### config.mk
export PLATFORM = sky130hd
export DESIGN_NAME = pc_sequencer
export DESIGN_NICKNAME = d
export VERILOG_FILES = /design/src/rtl/pc_sequencer.sv
export SDC_FILE = /design/constraint.sdc
export NUM_CORES = 1
export LEC_CHECK = 0
export BUFFER_PORTS_ARGS = -buffer_cell sky130_fd_sc_hd__clkbuf_2
export CAP_MARGIN = 20
export CORE_MARGIN = 4
export CORE_UTILIZATION = 60
export DETAILED_ROUTE_END_ITERATION = 8
export PLACE_DENSITY = 0.82
export SLEW_MARGIN = 25
export SYNTH_ARGS = -nofsm -noshare
export SYNTH_HDL_FRONTEND = slang
export SYNTH_SLANG_ARGS = --single-unit
### constraint.sdc
create_clock -name i_clock -period 5.9 [get_ports i_clock]
set_clock_uncertainty 0.2 [all_clocks]
set_input_delay 0.59 -clock i_clock [delete_from_list [all_inputs] [get_ports i_clock]]
set_output_delay 0.59 -clock i_clock [all_outputs]
set_load 0.01 [all_outputs]
### src/rtl/pc_sequencer.sv
// Configurable-width program counter with segmented staging load, prescaled free-run,
// absolute/relative branches and a bounded call/return stack.
module pc_sequencer #(
  parameter int unsigned WIDTH       = 16,
  parameter int unsigned LOAD_W      = 8,
  parameter int unsigned STACK_DEPTH = 4,
  parameter int unsigned PRESCALE    = 4,
  localparam int unsigned NSEG       = WIDTH / LOAD_W,
  localparam int unsigned SEL_W      = (NSEG > 1) ? $clog2(NSEG) : 1
) (
  input  logic               i_clock,
  input  logic               i_reset_n,
  input  logic [LOAD_W-1:0]  i_load_data,
  input  logic [SEL_W-1:0]   i_load_sel,
  input  logic               i_load_stb,
  input  logic               i_commit,
  input  logic               i_step,
  input  logic               i_run_start,
  input  logic               i_run_stop,
  input  logic               i_branch,
  input  logic               i_branch_rel,
  input  logic [WIDTH-1:0]   i_target,
  input  logic               i_call,
  input  logic               i_ret,
  output logic [WIDTH-1:0]   o_pc,
  output logic [WIDTH-1:0]   o_staging,
  output logic               o_running,
  output logic               o_stack_full,
  output logic               o_stack_empty,
  output logic               o_overflow,
  output logic               o_underflow
);

  localparam int unsigned SP_W  = $clog2(STACK_DEPTH + 1);
  localparam int unsigned IDX_W = (STACK_DEPTH > 1) ? $clog2(STACK_DEPTH) : 1;
  localparam int unsigned PS_W  = (PRESCALE > 1) ? $clog2(PRESCALE) : 1;

  typedef enum logic {IDLE = 1'b0, RUN = 1'b1} state_t;

  state_t           r_state;
  logic [PS_W-1:0]  r_presc;
  logic [WIDTH-1:0] r_pc;
  logic [WIDTH-1:0] r_staging;
  logic [SP_W-1:0]  r_sp;
  logic             r_overflow;
  logic             r_underflow;
  logic [WIDTH-1:0] r_stack [STACK_DEPTH];

  logic             w_full;
  logic             w_empty;
  logic             w_tick;
  logic             w_do_push;
  logic [WIDTH-1:0] w_pc_inc;
  logic [WIDTH-1:0] w_top;

  assign w_full    = (r_sp == SP_W'(STACK_DEPTH));
  assign w_empty   = (r_sp == '0);
  assign w_tick    = (r_state == RUN) && (r_presc == PS_W'(PRESCALE - 1));
  assign w_pc_inc  = r_pc + WIDTH'(1);
  assign w_top     = r_stack[IDX_W'(r_sp - SP_W'(1))];
  assign w_do_push = !i_commit && !i_ret && i_call && !w_full;

  // Run-mode FSM and prescaler; run_stop dominates run_start.
  always_ff @(posedge i_clock or negedge i_reset_n) begin
    if (!i_reset_n) begin
      r_state <= IDLE;
      r_presc <= '0;
    end else begin
      case (r_state)
        IDLE: begin
          r_presc <= '0;
          if (i_run_start && !i_run_stop) r_state <= RUN;
        end
        RUN: begin
          if (i_run_stop) begin
            r_state <= IDLE;
            r_presc <= '0;
          end else begin
            r_presc <= w_tick ? '0 : r_presc + PS_W'(1);
          end
        end
        default: begin
          r_state <= IDLE;
          r_presc <= '0;
        end
      endcase
    end
  end

  // Staging segment writes; out-of-range selects match no segment.
  always_ff @(posedge i_clock or negedge i_reset_n) begin
    if (!i_reset_n) begin
      r_staging <= '0;
    end else if (i_load_stb) begin
      for (int unsigned s = 0; s < NSEG; s++) begin
        if (i_load_sel == SEL_W'(s)) r_staging[s*LOAD_W +: LOAD_W] <= i_load_data;
      end
    end
  end

  // Single PC action per cycle, highest priority first.
  always_ff @(posedge i_clock or negedge i_reset_n) begin
    if (!i_reset_n) begin
      r_pc        <= '0;
      r_sp        <= '0;
      r_overflow  <= 1'b0;
      r_underflow <= 1'b0;
    end else if (i_commit) begin
      r_pc <= r_staging;
    end else if (i_ret) begin
      if (!w_empty) begin
        r_pc <= w_top;
        r_sp <= r_sp - SP_W'(1);
      end else begin
        r_underflow <= 1'b1;
      end
    end else if (i_call) begin
      if (!w_full) begin
        r_pc <= i_target;
        r_sp <= r_sp + SP_W'(1);
      end else begin
        r_overflow <= 1'b1;
      end
    end else if (i_branch) begin
      r_pc <= i_branch_rel ? r_pc + i_target : i_target;
    end else if (i_step || w_tick) begin
      r_pc <= w_pc_inc;
    end
  end

  // Return-address storage; contents are not reset.
  always_ff @(posedge i_clock) begin
    if (w_do_push) r_stack[IDX_W'(r_sp)] <= w_pc_inc;
  end

  assign o_pc          = r_pc;
  assign o_staging     = r_staging;
  assign o_running     = (r_state == RUN);
  assign o_stack_full  = w_full;
  assign o_stack_empty = w_empty;
  assign o_overflow    = r_overflow;
  assign o_underflow   = r_underflow;

endmodule

## Word level (Yosys, flattened, before mapping)

Memory sizes are Yosys's and may differ from the RTL's.
Index checks and enable logic that the tools add are counted.

- Shifts and indexed selects: 0
- Muxes and demuxes: 20
- Equal/unequal tests: 6
- Bitwise logic cells: 4
- Div/mod/pow operators: 0
- Magnitude comparators: 0
- Reduce and logical (&&, ||, !) cells: 19
- Add/subtract/negate cells: 5
- Multiply operators: 0

Operators with widths:

| kind | count |
|---|---|
| $mux W16 | 8 |
| $add A16 B1 Y16 const B | 1 |
| $add A16 B16 Y16 | 1 |
| $mux W3 | 4 |
| $reduce_and A4 Y1 | 2 |
| $reduce_and A3 Y1 | 2 |
| $logic_and A1 B1 Y1 | 5 |
| $reduce_bool A5 Y1 | 1 |
| $logic_not A1 Y1 | 4 |
| $mux W1 | 4 |
| $mux W2 | 2 |
| $ne A2 B2 Y1 const B | 2 |
| $ne A4 B4 Y1 const B | 1 |
| $not A1 Y1 | 4 |
| $pmux W2 S2 | 1 |
| $reduce_and A2 Y1 | 2 |
| $add A3 B1 Y3 const B | 1 |
| $eq A3 B3 Y1 const B | 1 |
| $logic_not A3 Y1 | 1 |
| $ne A3 B3 Y1 const B | 1 |
| $sub A3 B1 Y3 const B | 1 |
| $add A2 B1 Y2 const B | 1 |
| $eq A2 B2 Y1 const B | 1 |
| $pmux W1 S2 | 1 |
| 2 further kinds | 2 |

- ROM bits: 0
- Bits in latches: 0
- Logic and storage cells: 63
- Memories: 1
- Output and inout port bits: 37
- Bits in writable memories: 64
- Register bits after elaboration: 40
- Bits of input ports: 36

Memory list:

| memory | depth | width | read ports | clocked after Yosys merged registers in | write ports | line | source |
|---|---|---|---|---|---|---|---|
| r_stack | 4 | 16 | 1 | 0 | 1 | 47 | `logic [WIDTH-1:0] r_stack [STACK_DEPTH];` |

## Depth between registers and ports, before layout

Gate-level depths: netlist of run 1.

- Word-level depth: 8
- Gate-level depth with buffers: 11
- Mapped depth without buffers: 8

## Least setup slack after synthesis of run 1

No wires, ideal clock.

- Kind: register to register
- Start: register r_sp[0]
- End: register r_pc[10], in the netlist o_pc[10]
- Path slack: 2.707 ns
- Path buffers: 2
- Arrival: 2.865 ns
- Stages on the path, launching flop included: 11
- Setup time: 0.128 ns
- Required time: 5.572 ns
- Clock period less this slack: 3.193 ns
- Cells stage by stage: dfrtp_1 buf_2 buf_2 inv_1 ha_1 ha_1 a222oi_1 nor2_2 a22o_1 a2111oi_2 nor2_1

- Elaborated cells between the ends (all ways): 10
- Those cells by class: add/sub (1); eq/ne (3); mux (3); reduce/logical (2); memory (1)

RTL lines:

| item | line | source |
|---|---|---|
| start: declaration | 44 | `logic [SP_W-1:0] r_sp;` |
| start signal: assignment | 113 | `r_sp <= r_sp - SP_W'(1);` |
| start signal: assignment | 120 | `r_sp <= r_sp + SP_W'(1);` |
| $logic_not A3 Y1 | 57 | `assign w_empty = (r_sp == '0);` |
| net o_stack_empty | 29 | `output logic o_stack_empty,` |
| $ne A3 B3 Y1 (no line) | - |  |
| $reduce_and A3 Y1 (no line) | - |  |
| end signal: assignment | 109 | `r_pc <= r_staging;` |
| end signal: assignment | 112 | `r_pc <= w_top;` |
| end signal: assignment | 119 | `r_pc <= i_target;` |
| end: declaration | 42 | `logic [WIDTH-1:0] r_pc;` |

The timed path passes the listed nets, and every way through them passes these cells. The select of a mux whose other input is x is not followed.
A chain may end at the register's enable or synchronous reset.

## Worst setup path in the final report of run 1

- Start: register r_pc[0], in the netlist o_pc[0]
- End: register r_pc[10], in the netlist o_pc[10]

- Longest elaborated chain between the ends: 6
- Elaborated cells between the ends (all ways): 8
- Those cells by class: add/sub (2); mux (6)

RTL lines:

| item | line | source |
|---|---|---|
| $add A16 B1 Y16 or $add A16 B16 Y16 (tied branches) | 59, 125 |  |
| $mux W16 (on tied branches) | 126, 125 |  |
| $mux W16 * | 124 | `end else if (i_branch) begin` |
| $mux W16 * | 117 | `end else if (i_call) begin` |
| $mux W16 * | 110 | `end else if (i_ret) begin` |
| $mux W16 * | 108 | `end else if (i_commit) begin` |

Every way passes the cells marked *; elsewhere a longest branch is shown, timed or not. The select of a mux whose other input is x is not followed.

==> run summary, run 1 <==
========================================================================================================
Share of power burned in registers                                                                 39.6%
Initial core utilization                                                                           62.0%
Fraction of layout cells with a size suffix above 1                                                23.9%
Count of hold-fix buffers inserted at cts                                                              0
Routed vias/inst                                                                                    6.59
Total wirelength of the detailed-routed design                                                   15.2 mm
Critical path class                                                                         flop to flop
Leakage                                                                                          2.52 nW
Number of I/O pins                                                                                    73
Count of cells resized by post-cts repair                                                              0
Count of unresolved DRC violations after routing                                                       0
Horizontal extent of the die                                                                      106 µm
Required time at the worst-slack endpoint                                                        5.94 ns
Max H-tree Level                                                                                       3
Clock latency on the worst-skew pair                                                             0.37 ns
Congestion Overflow GR                                                                                 0
Total Power Consumption                                                                          2.70 mW
TritonCTS clock tree                                                                                 yes
Proportion of power drawn by combinational gates                                                   42.7%
Area post-placement                                                                             6220 µm²
Result of the run                                                                              completed
Worst vdd ir                                                                                    0.249 mV
Pin count of the biggest net entering global routing                                                  41
Worst-path maximum fanout                                                                              7
Total internal power                                                                             1.63 mW
Buffers from clock root to sink, at most                                                               2
DP Cell Count                                                                                        677
Violation count after the first detailed-route iteration                                             498
Post-place setup slack                                                                           2.65 ns
Synth warnings                                                                                         0
Dominant register cell in the synthesized netlist                                           sky130_fd_sc_hd__edfxtp_1
Sequential cell area fraction in the yosys report                                                  50.6%
Placeable core area                                                                             9330 µm²
Number of clock buffers inserted by TritonCTS                                                          9
Least-Margin Pin Slew                                                                           0.914 ns
Area Overhead vs Synth                                                                             11.6%
Count of different cell masters after synthesis                                                       68
Portion of total power attributed to the clock network                                             17.7%
DIE HEIGHT                                                                                        106 µm
Final cell count without fillers                                                                     694
Number of global-route vias before repair                                                          4,417
Total routing usage reported by global routing                                                     27.5%
Area of the die                                                                               11,300 µm²
Post-CTS clock slew at the launch and capture registers of the worst setup and hold paths        0.11 ns
Sw Share                                                                                           39.8%
Total power per unit cell area                                                                419 nW/µm²
Final min period                                                                                 3.09 ns
Total of flip-flops plus latches after synthesis                                                     104
Nets                                                                                                 620
Final Max Tran Viols                                                                                   0
Final ANT Viol Nets                                                                                    0
Wire length of the first global-routing pass                                                     23.9 mm
Critical Path Max Stage Delay                                                                    0.47 ns
1st-pass router iterations                                                                             6
Ant. Diodes                                                                                            0
Critical path endpoint category                                                                     flop
Arrival time of data at the critical path endpoint                                               3.14 ns
Final Hold Viols                                                                                       0
Antenna violations before repair                                                                       0
Count of flip-flops with a built-in enable after synthesis                                            64
Path category of the worst min-delay check                                                  primary input to asynchronous set/reset pin
Master cell of the clock root buffer                                                        sky130_fd_sc_hd__clkbuf_8
Number of instances in the synthesized netlist                                                       496
Setup total negative slack                                                                          0 ns
Detailed-route wire length per cell                                                              21.9 µm
Final design instance area without fill                                                         6450 µm²
Final weighted congestion in routability-driven placement                                          0.957
Share of the core filled with cells in the final layout                                            69.1%
Total setup buffers inserted after CTS                                                                 0
Mean instance size in the synthesized netlist                                                   11.7 µm²
RSZ-0062 raised after global routing                                                               false
Worst R2R Path Depth                                                                                   8
Number of sinks on the clock net                                                                     104
Share of the cycle needed by the critical path after routing                                       52.4%
Crit start category                                                                                 flop
Core Rows                                                                                             35
Max-slew headroom                                                                                  39.0%
Cell chain of the critical path                                                             ha_1 -> fa_1 -> a21o_1 -> a21oi_1 -> o21ai_0 -> a311o_1 -> a2111oi_2 -> nor2_1
Final hold slack                                                                               0.0382 ns
I/O Buffers                                                                                           72
Number of maximum-capacitance violations                                                               0
Synthesized area                                                                                5780 µm²
Async set-reset flop share out of synthesis                                                        38.5%
Net switching power of the design                                                                1.08 mW
Cell at the slowest stage of the critical path                                              sky130_fd_sc_hd__dfrtp_1
Fin worst setup slack                                                                            2.81 ns
Peak Freq                                                                                        323 MHz
Setup violations, final                                                                                0
Post-synthesis net count                                                                             556
Overall via count from detail_route                                                                4,571
Dpl hpwl                                                                                         11.0 mm
========================================================================================================
==> layout make-up <==
type	instances	area, µm²
clock inverter	7	97.6
timing repair buffer	74	375
fill	714	2880
multi-input combinational	353	2700
inverter	18	67.6
sequential	104	2920
clock buffer	9	124
tap	129	161
==> worst max-delay path, delay by kind of cell, from the launching register on <==
kind,cells,cell delay (ns)
compound gates,5,1.54
flops,1,0.47
simple gates,1,0.09
fa+ha+maj,2,0.67
==> synth_stat cells, drive strengths merged (5+ instances only) <==
library cell	number	area, µm²
a211oi	8	60.1
a21oi	25	125
and2	7	43.8
buf	6	32.5
clkbuf	15	56.3
dfrtp	40	1000
edfxtp	64	1920
ha	23	288
inv	16	60.1
mux2	16	180
mux4	16	360
nand2	45	171
nand2b	8	50.1
nand3	11	60.1
nor2	25	106
nor3	9	45.0
nor4	5	37.5
o21a	5	37.5
o21ai	28	140
o221ai	5	43.8
o22ai	12	75.1
o31ai	5	37.5
xnor2	13	114
xor2	9	78.8
==> power by group through the flow <==
stage / clock [mW] / combinational (mW) / sequential (mW)
6_report: 0.479 / 1.15 / 1.07
5_1_grt: 0.520 / 1.25 / 1.08
4_1_cts: 0.482 / 1.14 / 1.07
3_5_place_dp: 0 / 1.14 / 1.08
3_3_place_gp: 0 / 1.10 / 1.07
2_1_floorplan: 0 / 0.789 / 1.06
==> path summary, 6_finish.rpt <==
path | endpoint | startpoint | slack [ns]
setup reg to reg | o_pc[10] | o_pc[0] | 2.81
hold / removal | o_pc[15] | i_reset_n | 0.04
hold reg to reg | r_presc[0] | r_presc[0] | 0.25
min in group i_clock | o_running | i_run_stop | 0.19
setup / recovery | o_pc[10] | o_pc[0] | 2.81
max in group asynchronous | o_staging[7] | i_reset_n | 5.05
==> registers in the layout, summed over array words and instances, names as in the netlist <==
name         flops
o_pc            16
r_presc          2
o_staging       16
r_stack         64
o_running        1
o_overflow       1
r_sp             3
o_underflow      1
==> cell usage in the layout (no fill, tap or decap), drive strengths merged, types with 18 or more instances in the layout <==
cell,synthesis,routed
a21oi,25,25
clkbuf,15,82
dfrtp,40,40
edfxtp,64,64
ha,23,23
inv,16,18
nand2,45,45
nor2,25,25
o21ai,28,28
==> routing by layer <==
layer | vias to the layer above | wire [µm] | track usage [%]
met3 | 40 | 1240 | 4.19
met2 | 283 | 7350 | 45.5
li1 | 2057 | - | -
met5 | - | 0 | 0
met1 | 2191 | 6210 | 37.9
met4 | 0 | 376 | 7.77
==> cells by family after synthesis <==
group	synth area share, %
adder cells (fa/ha/maj)	5.32
flip-flops	50.6
multiplexers	9.87
buffers and inverters	2.71
AND/OR/NAND/NOR	11.9
AO/OA/AOI/OAI	16.3
XOR/XNOR	3.33
Note: power is estimated with default switching activity, not from simulation.
==> run 2, diff against run 1 <==
- ABC_AREA: not set -> 1
- CORE_UTILIZATION: 60 -> 53
- PLACE_DENSITY: 0.82 -> 0.77
- clock period: 5.9 -> 2.5 ns (I/O delays scaled with it)
==> run 2 against run 1 <==
Net effect: first-iteration DRC count is 10% higher; wire length rose by 13%; via count increased by 20%.
==> run summary, run 2 <==
========================================================================================================
Critical path class                                                                         flop to flop
Required time at the worst-slack endpoint                                                        2.52 ns   -3.42 ns
Count of different cell masters after synthesis                                                       39   -43%
Dominant register cell in the synthesized netlist                                           sky130_fd_sc_hd__edfxtp_1
Total power per unit cell area                                                               1050 nW/µm²   +150%
Placeable core area                                                                           10,900 µm²   +17%
DIE HEIGHT                                                                                        114 µm   +7.7%
Ant. Diodes                                                                                            0   unchanged
Number of global-route vias before repair                                                          5,347   +21%
Setup violations, final                                                                                0   unchanged
Pin count of the biggest net entering global routing                                                  36   -12%
Overall via count from detail_route                                                                5,489   +20%
Congestion Overflow GR                                                                                 0   unchanged
Total routing usage reported by global routing                                                     27.3%   -0.17 points
Least-Margin Pin Slew                                                                           0.720 ns   -0.194 ns
Wire length of the first global-routing pass                                                     27.7 mm   +16%
Arrival time of data at the critical path endpoint                                               2.39 ns   -0.75 ns
Cell chain of the critical path                                                             ha_1 -> a21oi_1 -> nor2_1 -> nor2_1 -> nand2_1 -> nand2_1 -> nand3_1 -> nand2_1 -> nand3_1 -> a21oi_1 -> o21ai_0
Worst path buffer plus inverter count                                                                  0   unchanged
Wire length on met2                                                                              8.14 mm   +11%
Largest area contributor in the synthesized netlist                                         sky130_fd_sc_hd__edfxtp_1
Async set-reset flop share out of synthesis                                                        38.5%   unchanged
Total wirelength of the detailed-routed design                                                   17.1 mm   +13%
Detailed-route wire length per cell                                                              17.8 µm   -18%
Final cell count without fillers                                                                     961   +38%
Biggest register                                                                                 r_stack
Post-CTS clock slew at the launch and capture registers of the worst setup and hold paths        0.07 ns   -0.04 ns
Most common cell after layout, fill and taps aside                                          sky130_fd_sc_hd__nand2_1
Violation count after the first detailed-route iteration                                             549   +10%
Total of flip-flops plus latches after synthesis                                                     104   unchanged
Max H-tree Level                                                                                       3   unchanged
Number of sinks on the clock net                                                                     104   unchanged
Critical path endpoint category                                                                     flop
Number of I/O pins                                                                                    73   unchanged
Leading cell types by count after synthesis                                                 154 x sky130_fd_sc_hd__nand2_1, 99 x sky130_fd_sc_hd__nor2_1, 81 x sky130_fd_sc_hd__inv_1
1st-pass router iterations                                                                             7   +1
Result of the run                                                                              completed
Number of maximum-capacitance violations                                                               0   unchanged
Dpl hpwl                                                                                         12.7 mm   +15%
Antenna violations before repair                                                                       0   unchanged
Sequential cell area fraction in the yosys report                                                  48.8%   -1.8 points
Worst-path maximum fanout                                                                              6   -1
Number of instances in the synthesized netlist                                                       726   +46%
Proportion of netlist area held by the largest area contributor                                    32.1%   -1.2 points
Max-slew headroom                                                                                  51.9%   +13 points
Count of flip-flops with a built-in enable after synthesis                                            64   unchanged
Post-synthesis net count                                                                             786   +41%
TritonCTS clock tree                                                                                 yes
Initial core utilization                                                                           54.8%   -7.2 points
Detail Route met3 WL                                                                             1.57 mm   +26%
Worst vdd ir                                                                                    0.515 mV   +110%
Master cell of the clock root buffer                                                        sky130_fd_sc_hd__clkbuf_16
Count of unresolved DRC violations after routing                                                       0   unchanged
Mean instance size in the synthesized netlist                                                   8.25 µm²   -29%
Final weighted congestion in routability-driven placement                                          0.932   -2.6%
Peak Freq                                                                                        423 MHz   +31%
Final Hold Viols                                                                                       0   unchanged
Synth warnings                                                                                         0   unchanged
Nets                                                                                                 876   +41%
Buffers from clock root to sink, at most                                                               2   unchanged
I/O Buffers                                                                                           72   unchanged
Final Max Tran Viols                                                                                   0   unchanged
Synthesized area                                                                                5990 µm²   +3.7%
Critical Path Max Stage Delay                                                                    0.47 ns   about the same
Total setup buffers inserted after CTS                                                                 0   unchanged
Reg-to-reg slack, setup                                                                          0.13 ns   -2.67 ns
Final hold slack                                                                                0.189 ns   +0.151 ns
Crit start category                                                                                 flop
Share of the core filled with cells in the final layout                                            64.5%   -4.6 points
Routed vias/inst                                                                                    5.71   -13%
Cell at the slowest stage of the critical path                                              sky130_fd_sc_hd__dfrtp_1
Path category of the worst min-delay check                                                  primary input to flop
Final min period                                                                                 2.37 ns   -0.726 ns
Number of clock buffers inserted by TritonCTS                                                          9   unchanged
Leakage                                                                                          3.23 nW   +28%
Area Overhead vs Synth                                                                             17.7%
Share of the cycle needed by the critical path after routing                                       94.7%   +42 points
CP dominant cell by count                                                                   sky130_fd_sc_hd__nand2_1
Area of the die                                                                               13,100 µm²   +16%
Uppermost metal layer occupied by signal nets                                                       met4
Leading cell types in the layout, fill and taps excluded                                    154 x sky130_fd_sc_hd__nand2_1, 94 x sky130_fd_sc_hd__nor2_1, 81 x sky130_fd_sc_hd__inv_1, 72 x sky130_fd_sc_hd__clkbuf_2, 69 x sky130_fd_sc_hd__o21ai_0
Total Power Consumption                                                                          7.44 mW   +180%
Clock latency on the worst-skew pair                                                             0.34 ns   -0.03 ns
Core Rows                                                                                             38   +8.6%
Fraction of layout cells with a size suffix above 1                                                16.6%   -7.3 points
Horizontal extent of the die                                                                      114 µm   +7.7%
Number of filler instances in the final layout                                                       909   +27%
Flip-flop count of the largest register after layout                                                  64   unchanged
Cell types with the largest area share after synthesis                                      sky130_fd_sc_hd__edfxtp_1 32%, sky130_fd_sc_hd__dfrtp_1 17%, sky130_fd_sc_hd__nand2_1 9.6%
Detailed-routing wirelength on met1                                                              7.08 mm   +14%
DP Cell Count                                                                                        934   +38%
Cell with the most instances after synthesis                                                sky130_fd_sc_hd__nand2_1
Final ANT Viol Nets                                                                                    0   unchanged
Category of cells accounting for the largest share of critical-path delay                   simple AND/OR/NAND/NOR gates
========================================================================================================
-- run 2: timing repair --
item	4_1_cts	5_1_grt
resized for setup	0	7
hold endpoints to repair	59	0
hold buffers	11	0
setup endpoints to repair	0	6
-- run 2: logic make-up after synthesis --
| kind of cell | Yosys count | synth area share, % |
|---|---|---|
| adders and majority gates | 24 | 5.14 |
| buffers and inverters | 112 | 7.50 |
| AOI/OAI and AO/OA | 151 | 14.1 |
| DFF | 104 | 48.8 |
| and+or+nand+nor | 318 | 22.1 |
| xor gates and xnor gates | 17 | 2.48 |
-- run 2: stage by stage --
stage               worst slack (ns)  cell area, µm²  setup TNS, ns
finish                         0.134            7060              0
CTS                           0.0844            7010              0
detailed placement             0.129            6630              0
global route                 -0.0255            7060        -0.0556
floorplan                     -0.110            6000          -7.06
global placement               0.181            6630              0
-- run 2: cell type report --
cell class | count | area [µm²] | share of cell area (%)
Sequential cell | 104 | 2920 | 41.4
Clock buffer | 9 | 225 | 3.19
Timing Repair Buffer | 108 | 696 | 9.86
Multi-Input combinational cell | 510 | 2670 | 37.8
Tap cell | 140 | 175 | 2.48
Inverter | 83 | 312 | 4.42
Clock inverter | 7 | 53.8 | 0.763
-- run 2: final timing paths --
check | cells past startpoint | to | startpoint
worst max-delay path | 11 | o_pc[6] | o_pc[3]
worst min-delay path | 7 | o_pc[8] | i_target[8]
worst max register to register | 11 | o_pc[6] | o_pc[3]
worst min register to register | 1 | r_presc[0] | r_presc[0]
max in group asynchronous | 3 | o_pc[1] | i_reset_n
min in group asynchronous | 3 | o_staging[14] | i_reset_n
-- run 2: tightest hold or removal path, delay by kind of cell --
kind,cells,cell delay (ns)
AND/OR/NAND/NOR,4,0.19
buffers and inverters,2,0.17
AO/OA/AOI/OAI,1,0.09
-- run 2: metal layers --
metal  vias to the layer above  global-route usage, %
li1                       2611                      -
met1                      2575                   37.2
met4                         0                   7.44
met5                         -                      0
met3                        34                   5.92
met2                       269                   44.5
-- run 2: where the power goes --
part	switching, mW	internal [mW]
logic	2.36	1.24
clock network	0.638	0.685
registers	0.278	2.24
==> run 3, diff against run 2 <==
- CELL_PAD_IN_SITES_DETAIL_PLACEMENT: not set -> 0
- CELL_PAD_IN_SITES_GLOBAL_PLACEMENT: not set -> 2
- CORE_UTILIZATION: 53 -> 32
- PLACE_DENSITY: 0.77 -> not set
- PLACE_DENSITY_LB_ADDON: not set -> 0.1
==> run 3 against run 2 <==
Net effect: via count fell by 3.3%; design area rose by 4.3%; clock power rose by 20%; global-route usage fell by 7.3 points; non-clock buffer count rose by 16; register-to-register slack got worse by 0.02 ns; setup slack got worse by 0.020 ns; fmax fell by 0.84%; largest cell class unchanged; die area rose by 60%; utilization fell by 24 points; cell count rose by 11%; sequential power fell by 2%.
==> run summary, run 3 (synthesized netlist as in run 2, its figures left out) <==
========================================================================================================
Result of the run                                                                              completed
Core Rows                                                                                             49   +29%
Worst-path maximum fanout                                                                              3   -3
Worst vdd ir                                                                                    0.400 mV   -22%
Area of combinational cells with multiple inputs                                                2650 µm²   -0.80%
Area post-placement                                                                             6880 µm²   +3.9%
Final Hold Viols                                                                                       0   unchanged
Antenna violations before repair                                                                       0   unchanged
I/O Buffers                                                                                           72   unchanged
Flip-flop count of the largest register after layout                                                  64   unchanged
Leading cell types in the layout, fill and taps excluded                                    154 x sky130_fd_sc_hd__nand2_1, 95 x sky130_fd_sc_hd__nor2_1, 81 x sky130_fd_sc_hd__inv_1, 72 x sky130_fd_sc_hd__clkbuf_2, 69 x sky130_fd_sc_hd__o21ai_0
Routed vias/inst                                                                                    4.98   -13%
Number of clock buffers inserted by TritonCTS                                                          9   unchanged
Leakage                                                                                          3.35 nW   +3.8%
Detailed-route wire length per cell                                                              18.9 µm   +6.1%
Portion of total power attributed to the clock network                                             19.7%   +1.9 points
Critical path class                                                                         flop to flop
DIE HEIGHT                                                                                        145 µm   +27%
Final Max Tran Viols                                                                                   0   unchanged
Sw Share                                                                                           43.5%   -0.62 points
Master cell of the clock root buffer                                                        sky130_fd_sc_hd__clkbuf_16
RSZ-0062 raised after global routing                                                               false
Detailed-routing wirelength on met1                                                              9.56 mm   +35%
Biggest register                                                                                 r_stack
Number of sinks on the clock net                                                                     104   unchanged
Final cell count without fillers                                                                   1,066   +11%
Max-slew headroom                                                                                  64.0%   +12 points
Final weighted congestion in routability-driven placement                                          0.944   +1.3%
Area of the die                                                                               21,000 µm²   +60%
Nets                                                                                                 892   +1.8%
Initial core utilization                                                                           32.9%   -22 points
Congestion Overflow GR                                                                                 0   unchanged
Number of filler instances in the final layout                                                     1,888   +110%
Horizontal extent of the die                                                                      145 µm   +27%
CP Depth                                                                                              10   -1
Total internal power                                                                             4.56 mW   +9.7%
Path category of the worst min-delay check                                                  primary input to flop
Fraction of layout cells with a size suffix above 1                                                18.2%   +1.6 points
Final ANT Viol Nets                                                                                    0   unchanged
Critical path endpoint category                                                                     flop
Worst R2R Path Depth                                                                                  10   -1
DP Cell Count                                                                                      1,039   +11%
Pin count of the biggest net entering global routing                                                  41   +14%
Share of the cycle needed by the critical path after routing                                       95.5%   +0.80 points
Overall via count from detail_route                                                                5,309   -3.3%
Crit start category                                                                                 flop
Reg-to-reg endpoint                                                                              o_pc[6]
Total routing usage reported by global routing                                                     20.0%   -7.3 points
Worst r2r src                                                                                    o_pc[0]
Ant. Diodes                                                                                            0   unchanged
Wire length of the first global-routing pass                                                     31.1 mm   +12%
Share of power burned in registers                                                                 30.7%   -3.1 points
Total setup buffers inserted after CTS                                                                 0   unchanged
Cell chain of the critical path                                                             ha_1 -> fa_1 -> nand4_1 -> nand2_1 -> nand2_1 -> nand3_1 -> nand2_1 -> nand3_1 -> a21oi_1 -> o21ai_0
Arrival time of data at the critical path endpoint                                               2.42 ns   +0.03 ns
Number of I/O pins                                                                                    73   unchanged
Critical Path Sink                                                                               o_pc[6]
Net switching power of the design                                                                3.51 mW   +7.0%
Least-Margin Pin Slew                                                                           0.539 ns   -0.181 ns
Most common cell after layout, fill and taps aside                                          sky130_fd_sc_hd__nand2_1
Clock latency on the worst-skew pair                                                             0.35 ns   about the same
Buffers from clock root to sink, at most                                                               2   unchanged
Number of global-route vias before repair                                                          5,308   -0.73%
Dpl hpwl                                                                                         15.5 mm   +22%
Cell at the slowest stage of the critical path                                              sky130_fd_sc_hd__fa_1
Area Overhead vs Synth                                                                             22.8%
Total power per unit cell area                                                               1100 nW/µm²   +4.0%
Max H-tree Level                                                                                       3   unchanged
Critical Path Max Stage Delay                                                                    0.46 ns   about the same
Final design instance area without fill                                                         7360 µm²   +4.3%
Category of cells accounting for the largest share of critical-path delay                    adder cells
Worst path buffer plus inverter count                                                                  0   unchanged
Reg-to-reg slack, setup                                                                          0.11 ns   -0.02 ns
Peak Freq                                                                                        419 MHz   -0.84%
CP dominant cell by count                                                                   sky130_fd_sc_hd__nand2_1
Placeable core area                                                                           18,200 µm²   +67%
Setup violations, final                                                                                0   unchanged
Count of unresolved DRC violations after routing                                                       0   unchanged
Uppermost metal layer occupied by signal nets                                                       met4
Total wirelength of the detailed-routed design                                                   20.2 mm   +18%
TritonCTS clock tree                                                                                 yes
Number of maximum-capacitance violations                                                               0   unchanged
Required time at the worst-slack endpoint                                                        2.53 ns   about the same
1st-pass router iterations                                                                             5   -2
Post-CTS clock slew at the launch and capture registers of the worst setup and hold paths        0.08 ns   about the same
Register area                                                                                   2930 µm²   about the same
Final min period                                                                                 2.39 ns   +0.0201 ns
Worst Setup SP                                                                                   o_pc[0]
Violation count after the first detailed-route iteration                                             212   -61%
Wire length on met2                                                                              9.43 mm   +16%
Proportion of power drawn by combinational gates                                                   49.6%   +1.2 points
Detail Route met3 WL                                                                              783 µm   -50%
========================================================================================================
-- run 3: worst min path at each step --
stage | from | end | cells past startpoint
final | i_call | o_pc[11] | 7
after global routing | i_call | o_pc[11] | 7
after CTS | i_call | o_pc[11] | 7
after detailed placement | i_reset_n | o_staging[3] | 2
after global placement | i_reset_n | o_staging[3] | 2
after floorplan | i_reset_n | o_overflow | 0
-- run 3: layout make-up --
cell class	count	share of cell area, %
Tap cell	229	3.89
Multi-Input combinational cell	510	36.0
Clock inverter	7	1.65
Clock buffer	9	3.06
Sequential cell	104	39.7
Inverter	83	4.23
Timing Repair Buffer	124	11.4
-- run 3: power groups by stage --
stage	registers (mW)	clock network (mW)	logic, mW
6_report	2.48	1.59	4.01
5_1_grt	2.51	1.70	4.46
4_1_cts	2.47	1.64	4.01
3_5_place_dp	2.51	0	3.98
3_3_place_gp	2.51	0	3.90
2_1_floorplan	2.55	0	2.19
-- run 3: repair_timing --
action                                  in CTS  in global routing
hold endpoints to repair                    59                  0
endpoints found under the setup margin       0                 11
resized for setup                            0                  6
hold buffers                                11                  0
-- run 3: worst reg2reg max path: stages (launching register included) --
cell and delay, ns:
sky130_fd_sc_hd__dfrtp_1 0.39, sky130_fd_sc_hd__ha_1 0.22, sky130_fd_sc_hd__fa_1 0.46, sky130_fd_sc_hd__nand4_1 0.16, sky130_fd_sc_hd__nand2_1 0.16, sky130_fd_sc_hd__nand2_1 0.09, sky130_fd_sc_hd__nand3_1 0.06, sky130_fd_sc_hd__nand2_1 0.09
sky130_fd_sc_hd__nand3_1 0.07, sky130_fd_sc_hd__a21oi_1 0.23, sky130_fd_sc_hd__o21ai_0 0.11
-- run 3: routing by layer --
layer	GRT usage (%)	up-vias
met3	3.32	26
met1	27.8	2520
met2	32.4	121
li1	-	2642
met5	0	-
met4	5.20	0
-- run 3: metrics by stage --
stage	util (%)	hold slack, ns	power, mW	worst slack, ns	setup TNS, ns
after global routing	40.4	0.198	8.66	0.00666	0
after floorplan	-	-0.246	4.74	-0.110	-7.06
after global placement	37.8	0.148	6.41	0.00673	0
after CTS	40.3	0.153	8.12	0.0303	0
after detailed placement	37.8	0.161	6.49	0.0554	0
final	40.4	0.163	8.07	0.114	0
